**src/rtl/demux_pkg.sv**
```systemverilog
// rtl/demux_pkg.sv - shared types and defaults for the 1:2 stream demux
// Purpose: per-channel queue state encoding and default widths, imported by
//          fifo2 and demux1_2_stream.
// Contents: q_state_e (EMPTY/ONE/TWO), DEFAULT_WIDTH, DEFAULT_CNT_W.
package demux_pkg;

  typedef enum logic [1:0] {
    EMPTY = 2'b00,
    ONE   = 2'b01,
    TWO   = 2'b10
  } q_state_e;

  localparam int DEFAULT_WIDTH = 16;
  localparam int DEFAULT_CNT_W = 8;

endpackage

```
**src/rtl/demux1_2_stream_fifo2.sv**
```systemverilog
// rtl/demux1_2_stream_fifo2.sv - 2-entry FIFO queue used once per demux channel
// Purpose: holds up to two words in arrival order; slot0 is always the head.
// Ports:
//   clk, rst_n      clock, asynchronous active-low reset
//   push_i, din_i   write din_i at the edge (ignored while full)
//   pop_i           remove head at the edge (ignored while empty)
//   head_o          head word while valid, 0 otherwise
//   valid_o         queue holds at least one word
//   full_o          queue holds two words
module fifo2
  import demux_pkg::*;
#(
  parameter int WIDTH = DEFAULT_WIDTH
) (
  input  logic             clk,
  input  logic             rst_n,
  input  logic             push_i,
  input  logic             pop_i,
  input  logic [WIDTH-1:0] din_i,
  output logic [WIDTH-1:0] head_o,
  output logic             valid_o,
  output logic             full_o
);

  q_state_e         state_q, state_d;
  logic [WIDTH-1:0] slot0_q, slot0_d;
  logic [WIDTH-1:0] slot1_q, slot1_d;
  logic             do_push;
  logic             do_pop;

  assign do_push = push_i && (state_q != TWO);
  assign do_pop  = pop_i && (state_q != EMPTY);

  always_ff @(posedge clk or negedge rst_n) begin
    if (!rst_n) begin
      state_q <= EMPTY;
      slot0_q <= '0;
      slot1_q <= '0;
    end else begin
      state_q <= state_d;
      slot0_q <= slot0_d;
      slot1_q <= slot1_d;
    end
  end

  always_comb begin
    state_d = state_q;
    slot0_d = slot0_q;
    slot1_d = slot1_q;
    case (state_q)
      EMPTY: begin
        if (do_push) begin
          slot0_d = din_i;
          state_d = ONE;
        end
      end
      ONE: begin
        // Simultaneous push and pop replaces the head and keeps one word.
        if (do_push && do_pop) begin
          slot0_d = din_i;
        end else if (do_push) begin
          slot1_d = din_i;
          state_d = TWO;
        end else if (do_pop) begin
          state_d = EMPTY;
        end
      end
      TWO: begin
        if (do_pop) begin
          slot0_d = slot1_q;
          state_d = ONE;
        end
      end
      default: state_d = EMPTY;
    endcase
  end

  assign valid_o = (state_q != EMPTY);
  assign full_o  = (state_q == TWO);
  assign head_o  = valid_o ? slot0_q : '0;

endmodule

```
**src/rtl/demux1_2_stream.sv**
```systemverilog
// rtl/demux1_2_stream.sv - buffered 1-to-2 valid/ready stream demultiplexer
// Purpose: steers each input word by S into one of two independent 2-entry
//          queues; each output drains at its own pace.
// Ports:
//   clk, rst_n                 clock, asynchronous active-low reset
//   In, InValid, S, InReady    input stream and route select (0=A, 1=B)
//   OutA, OutAValid, OutAReady channel A output stream
//   OutB, OutBValid, OutBReady channel B output stream
//   CountA, CountB             wrapping counts of output handshakes
// Build option: DEMUX_COUNT_EN enables the counters; otherwise they read 0.
module demux1_2_stream
  import demux_pkg::*;
#(
  parameter int WIDTH = DEFAULT_WIDTH,
  parameter int CNT_W = DEFAULT_CNT_W
) (
  input  logic             clk,
  input  logic             rst_n,
  input  logic [WIDTH-1:0] In,
  input  logic             InValid,
  input  logic             S,
  output logic             InReady,
  output logic [WIDTH-1:0] OutA,
  output logic             OutAValid,
  input  logic             OutAReady,
  output logic [WIDTH-1:0] OutB,
  output logic             OutBValid,
  input  logic             OutBReady,
  output logic [CNT_W-1:0] CountA,
  output logic [CNT_W-1:0] CountB
);

  logic full_a, full_b;
  logic push_a, push_b;
  logic pop_a, pop_b;

  // Ready depends only on S and registered fullness, never on consumer ready.
  assign InReady = S ? !full_b : !full_a;
  assign push_a  = InValid && InReady && !S;
  assign push_b  = InValid && InReady && S;
  assign pop_a   = OutAValid && OutAReady;
  assign pop_b   = OutBValid && OutBReady;

  fifo2 #(.WIDTH(WIDTH)) u_fifo_a (
    .clk     (clk),
    .rst_n   (rst_n),
    .push_i  (push_a),
    .pop_i   (OutAReady),
    .din_i   (In),
    .head_o  (OutA),
    .valid_o (OutAValid),
    .full_o  (full_a)
  );

  fifo2 #(.WIDTH(WIDTH)) u_fifo_b (
    .clk     (clk),
    .rst_n   (rst_n),
    .push_i  (push_b),
    .pop_i   (OutBReady),
    .din_i   (In),
    .head_o  (OutB),
    .valid_o (OutBValid),
    .full_o  (full_b)
  );

`ifdef DEMUX_COUNT_EN
  logic [CNT_W-1:0] count_a_q, count_a_d;
  logic [CNT_W-1:0] count_b_q, count_b_d;

  always_comb begin
    count_a_d = count_a_q;
    count_b_d = count_b_q;
    if (pop_a) count_a_d = count_a_q + CNT_W'(1);
    if (pop_b) count_b_d = count_b_q + CNT_W'(1);
  end

  always_ff @(posedge clk or negedge rst_n) begin
    if (!rst_n) begin
      count_a_q <= '0;
      count_b_q <= '0;
    end else begin
      count_a_q <= count_a_d;
      count_b_q <= count_b_d;
    end
  end

  assign CountA = count_a_q;
  assign CountB = count_b_q;
`else
  logic unused_pops;
  assign unused_pops = pop_a ^ pop_b;
  assign CountA = '0;
  assign CountB = '0;
`endif

endmodule

```
**config.mk**
```make
export PLATFORM = sky130hd
export DESIGN_NAME = demux1_2_stream
export DESIGN_NICKNAME = d
export VERILOG_FILES = /design/src/rtl/demux_pkg.sv /design/src/rtl/demux1_2_stream_fifo2.sv /design/src/rtl/demux1_2_stream.sv
export SDC_FILE = /design/constraint.sdc
export NUM_CORES = 1
export LEC_CHECK = 0
export ABC_AREA = 1
export CAP_MARGIN = 15
export CORE_MARGIN = 10
export CORE_UTILIZATION = 35
export DETAILED_ROUTE_END_ITERATION = 16
export PLACE_DENSITY = 0.65
export SLEW_MARGIN = 20
export SYNTH_ARGS = -nofsm -noshare
export SYNTH_HDL_FRONTEND = slang
export SYNTH_HIERARCHICAL = 1
export SYNTH_SLANG_ARGS = --single-unit
```
**constraint.sdc**
```tcl
create_clock -name clk -period 2.23 [get_ports clk]
set_clock_uncertainty 0.15 [all_clocks]
set_input_delay 0.3345 -clock clk [delete_from_list [all_inputs] [get_ports clk]]
set_output_delay 0.3345 -clock clk [all_outputs]
set_load 0.03 [all_outputs]
```
Yosys cells after proc, flatten, opt, wreduce, memory -nomap -nowiden
Cells that the tools add are included.
- memories kept: 0
- register bits after elaboration: 68
- word-level logic and storage cells: 71
- input bits: 22
- bits in latches: 0
- ROM bits: 0
- output and inout bits: 51
- bits in writable memories: 0
- div/mod/pow operators: 0
- $add $sub $neg: 0
- mux-type cells: 23
- equality and inequality tests: 16
- reduce and logical (&&, ||, !) cells: 24
- shift operators: 0
- magnitude comparators: 0
- multipliers: 0
- bitwise logic cells: 2
- operators with widths (cell ; count):
    $mux 16 ; 8
    $pmux 16 s3 ; 2
    $mux 2 ; 10
    $reduce_and 4->1 ; 4
    $ne 2x1->1 const B ; 6
    $pmux 2 s3 ; 2
    $logic_and 1x1->1 ; 9
    $ne 2x2->1 const B ; 4
    $ne 3x1->1 const B ; 2
    $reduce_and 3->1 ; 2
    $reduce_bool 3->1 ; 2
    $eq 2x1->1 const B ; 2
    $eq 2x2->1 const B ; 2
    $logic_not 2->1 ; 2
    $reduce_bool 2->1 ; 2
    $logic_not 1->1 ; 3
    $not 1->1 ; 2
    $mux 1 ; 1

Logic depth before layout (Yosys ltp)
- word-level depth: 9
- mapped depth: 14
- mapped depth without buffers: 12

Modules after synthesis
The synthesis kept the hierarchy.
- modules (own cells, without submodules) (module ; seq. area each (um^2) ; instances ; cells each ; area each (um^2)):
    fifo2 ; 850.8 ; 2 ; 240 ; 1798.0
    demux1_2_stream ; 0.0 ; 1 ; 26 ; 162.7

Worst setup path after synthesis
OpenSTA, ideal clock, no wires.
- kind: reg-to-reg
- start: register u_fifo_b.state_q[1]
- end: register u_fifo_b.slot0_q[0]
- path buffers: 2
- data required time: 1.964 ns
- period minus slack after synthesis: 1.828 ns
- arrival time: 1.561 ns
- cell stages (with the launch flop): 13
- setup slack: 0.402 ns
- library setup time: 0.116 ns
- path through: dfrtp_1 -> inv_2 -> nor2_4 -> buf_6 -> inv_1 -> nand2_1 -> nor2_1 -> nand4_1 -> nand2_2 -> nand2_8 -> buf_12 -> nand2_2 -> nand2_1
- cells in the longest elaborated chain, start to end: 9
- elaborated cells on any way between the ends: 18
- those cells by class: eq/ne: 6; mux: 2; reduce/logical: 10
- ends and longest elaborated chain (element ; RTL line ; source):
    start, declared ; demux1_2_stream_fifo2.sv:25 ; q_state_e state_q, state_d;
    start signal, assigned ; demux1_2_stream_fifo2.sv:40 ; state_q <= state_d;
    $eq 2x2->1 * ; demux1_2_stream_fifo2.sv:79 ; assign full_o = (state_q == TWO);
    net full_b ; demux1_2_stream.sv:33 ; logic full_a, full_b;
    $logic_not 1->1 * ; demux1_2_stream.sv:38 ; assign InReady = S ? !full_b : !full_a;
    $mux 1 * ; demux1_2_stream.sv:38 ;
    $logic_and 1x1->1 * (2 in series) ; demux1_2_stream.sv:40 ; assign push_b = InValid && InReady && S;
    net push_b ; demux1_2_stream.sv:34 ; logic push_a, push_b;
    $logic_and 1x1->1 * ; demux1_2_stream_fifo2.sv:31 ; assign do_push = push_i && (state_q != TWO);
    $logic_and 1x1->1 ; demux1_2_stream_fifo2.sv:59 ; if (do_push && do_pop) begin
    $ne 2x1->1 (no line) ; n/a ;
    $reduce_and 4->1 (no line) * ; n/a ;
    end signal, assigned ; demux1_2_stream_fifo2.sv:41 ; slot0_q <= slot0_d;
    end, declared ; demux1_2_stream_fifo2.sv:26 ; logic [WIDTH-1:0] slot0_q, slot0_d;
Mark *: on every way through the listed nets, which the timed path passes. The rest lies on a longest branch.
A chain may end at the register's enable or synchronous reset.

Worst setup path after layout
- start: register u_fifo_b.state_q[1]
- end: output port OutB[15]
- cells in the longest elaborated chain, start to end: 2
- ends and longest elaborated chain (element ; RTL line ; source):
    $reduce_bool 2->1 ; demux1_2_stream_fifo2.sv:78 ; assign valid_o = (state_q != EMPTY);
    $mux 16 ; demux1_2_stream_fifo2.sv:80 ; assign head_o = valid_o ? slot0_q : '0;
    end, declared ; demux1_2_stream.sv:26 ; output logic [WIDTH-1:0] OutB,
Every way passes these cells.

==> reports/qor.yml <==
floorplan:
  row_count: 37
  initial_core_util_pct: 36.1
  io_pins: 73
  core-area_um2: 10400
  die_h_um: 124
  die_x_um: 124
  dieArea_um2: 15300
global_route:
  antenna_found_initial: 0
  grt_pass1_wl_um: 14300
  grtUsageTotal_pct: 11.6
  grt_pass1_vias: 3105
  grt_max_degree: 38
  grt.overflow.total: 0
final_layout:
  area_growth_pct: 20.4
  diodes: 0
  drive_gt1_share_pct: 12.1
  fin_nets: 587
placement:
  place.gp.congestion: 0.752
  hpwl_um: 6490
  numPortBuffers: 56
detailed_routing:
  avgRoutedWirePerCell_um: 12.1
  drc: 0
  wl_um: 8570
  vias_per_cell: 4.42
  via_count: 3117
  detail_route.iter0.violations: 166
  ant_nets: 0
  drt-pass1-iter-count: 5
yosys:
  synth-simple-area-share_pct: 33.9
  yosysSeqAreaShare_pct: 45.3
  synth_seq_cells: 68
  synthTopCellsByCount: "nand2_1, inv_1, dfrtp_1"
  synth_top_area_share_pct: 45.3
  synth_top_family_by_area: "simple AND/OR/NAND/NOR gates"
  yosys.cell_types.count: 22
  synth-compound-area-share_pct: 4.26
  synth_flop_cell: "dfrtp_1"
  synthTopCellsByArea: "dfrtp_1, nand2_1, inv_1, nand3_1, buf_4"
  synth_warnings: 6
  synthAdderAreaFrac_pct: 0
  async_flop_share_pct: 100
  synthMuxAreaShare_pct: 0
  synth_area_per_cell_um2: 7.43
  netlist_instances: 506
  synthMostInstantiatedCell: "nand2_1"
  synth-xor-area-share_pct: 0
  syn_area_um2: 3760
  synth_edf_count: 0
  synth_top_cell_by_area: "dfrtp_1"
timing:
  maxSlewHeadroom_pct: 63.4
  fin_crit_ns: 2.04
  tightest_slew_ns: 0.547
  fmaxAchievable_mhz: 490
  setup_viol: 0
  hold_violations: 0
  fin_hold_ws_ns: 0.165
  fin_crit_sh_pct: 91.6
  fin_tns_setup_ns: 0
  slew_violations: 0
  rsz0062_at_grt: "false"
cts:
  clkTransAtPathRegs_ns: 0.07
  numCtsBuffers: 9
  cts_tree: "done"
  clock_sinks: 68
  worstSkewPairLatency_ns: 0.34
  clock_path_buffers: 2
  h-tree-depth: 3
  root_buffer: "clkbuf_8"
status:
  status: "finished, final reports clean"
worst_setup_path:
  path_class: "reg2out"
  r2r.worst_path.cells: 10
  cp-start-kind: "flop"
  crit_path_start: "u_fifo_b/state_q[1]"
  reg2reg_slack_ns: 0.32
  r2r_start: "u_fifo_b/state_q[0]"
  cp.required_ns: 1.75
  cp.arrival_ns: 1.56
  cp_max_fo: 18
  reg2reg_to: "u_fifo_b/slot0_q[0]"
  critPathCaptureType: "output pin"
pwr:
  p_per_area_nw_per_um2: 1350
  vdd_drop_max_uv: 708
  p_leak_nw: 2.59
job:
  drv_cap: 0
hold_path:
  hold_class: "in2async"
metrics by stage:
stage	total power, mW	cell area [um2]	util, %	setup slack [ns]	std cells
final	6.12	4530	43.4	0.188	706
after global routing	6.64	4530	43.4	0.0779	706
after CTS	6.22	4530	43.4	0.161	706
after detailed placement	5.29	4320	41.4	0.120	687
after global placement	5.19	4320	41.4	0.136	687
after floorplan	4.41	3810	-	0.402	521
cell type report:
class | instances | area, um2
clock buffers | 12 | 155
flip-flops and latches | 68 | 1700
clock inverters | 4 | 47.5
well taps | 136 | 170
fillers | 1108 | 5890
inverters | 80 | 305
multi-input cells | 337 | 1500
repair buffers | 69 | 649
layout by cell type, fill, tap and decap left out, drive strengths merged:
cell           Yosys  routed
dlygate4sd3        0       1
nor2              40      40
dfrtp             68      68
nand3             38      38
bufinv             0       1
clkinv             1       3
clkinvlp           0       1
buf               34      13
clkdlybuf4s50      0      20
nand4              2       2
dlygate4sd2        0      35
clkbuf             2      12
inv               79      79
conb               1      16
nand2            209     209
o21ai             32      32
critical path: stages, from the launching register on:
cell and delay (ns):
dfrtp_1 0.46, nor2_4 0.07, buf_12 0.15, nor2_1 0.12
dlygate4sd2_1 0.42
where the power goes:
group,switching [mW],internal (mW),leakage [nW]
Sequential,0.358,1.82,0.843
Clock,0.451,0.574,0.102
Combinational,1.90,1.02,1.64
Total,2.71,3.41,2.59
kinds of logic (layout without fill, tap and decap cells):
| family | after synthesis | count (layout) |
|---|---|---|
| simple gates | 289 | 289 |
| buf+inv | 116 | 165 |
| flops | 68 | 68 |
| compound gates | 32 | 32 |
| other cells | 1 | 16 |
registers in the layout, indices dropped and copies added, names as in the netlist:
signal            flops
u_fifo_b/slot0_q     16
u_fifo_b/slot1_q     16
u_fifo_a/state_q      2
u_fifo_a/slot0_q     16
u_fifo_a/slot1_q     16
u_fifo_b/state_q      2
timing repair:
| item | in CTS | in global routing |
|---|---|---|
| hold buffers | 1 | 0 |
| buffers inserted | 2 | 0 |
| hold endpoints to repair | 68 | 0 |
| setup endpoints to repair | 35 | 0 |
| gates resized for setup | 36 | 0 |
how the worst max path moves through the flow:
stage	slack, ns	to	cells after the start
2_1_floorplan	0.40	u_fifo_b/slot0_q[0]	12
3_3_place_gp	0.14	InReady	4
3_5_place_dp	0.12	u_fifo_b/slot0_q[12]	10
4_1_cts	0.16	OutB[15]	4
5_1_grt	0.08	InReady	6
6_report	0.19	OutB[15]	4
metal layers:
| layer | global-route usage (%) | vias to the layer above | share of wire (%) |
|---|---|---|---|
| met4 | 4.95 | 0 | 1.6 |
| met5 | 0 | - | 0 |
| met3 | 3.12 | 12 | 7.4 |
| met1 | 13.7 | 1440 | 42 |
| met2 | 19.4 | 75 | 49 |
| li1 | - | 1590 | - |
No activity file was read; power rests on OpenSTA's default activity.
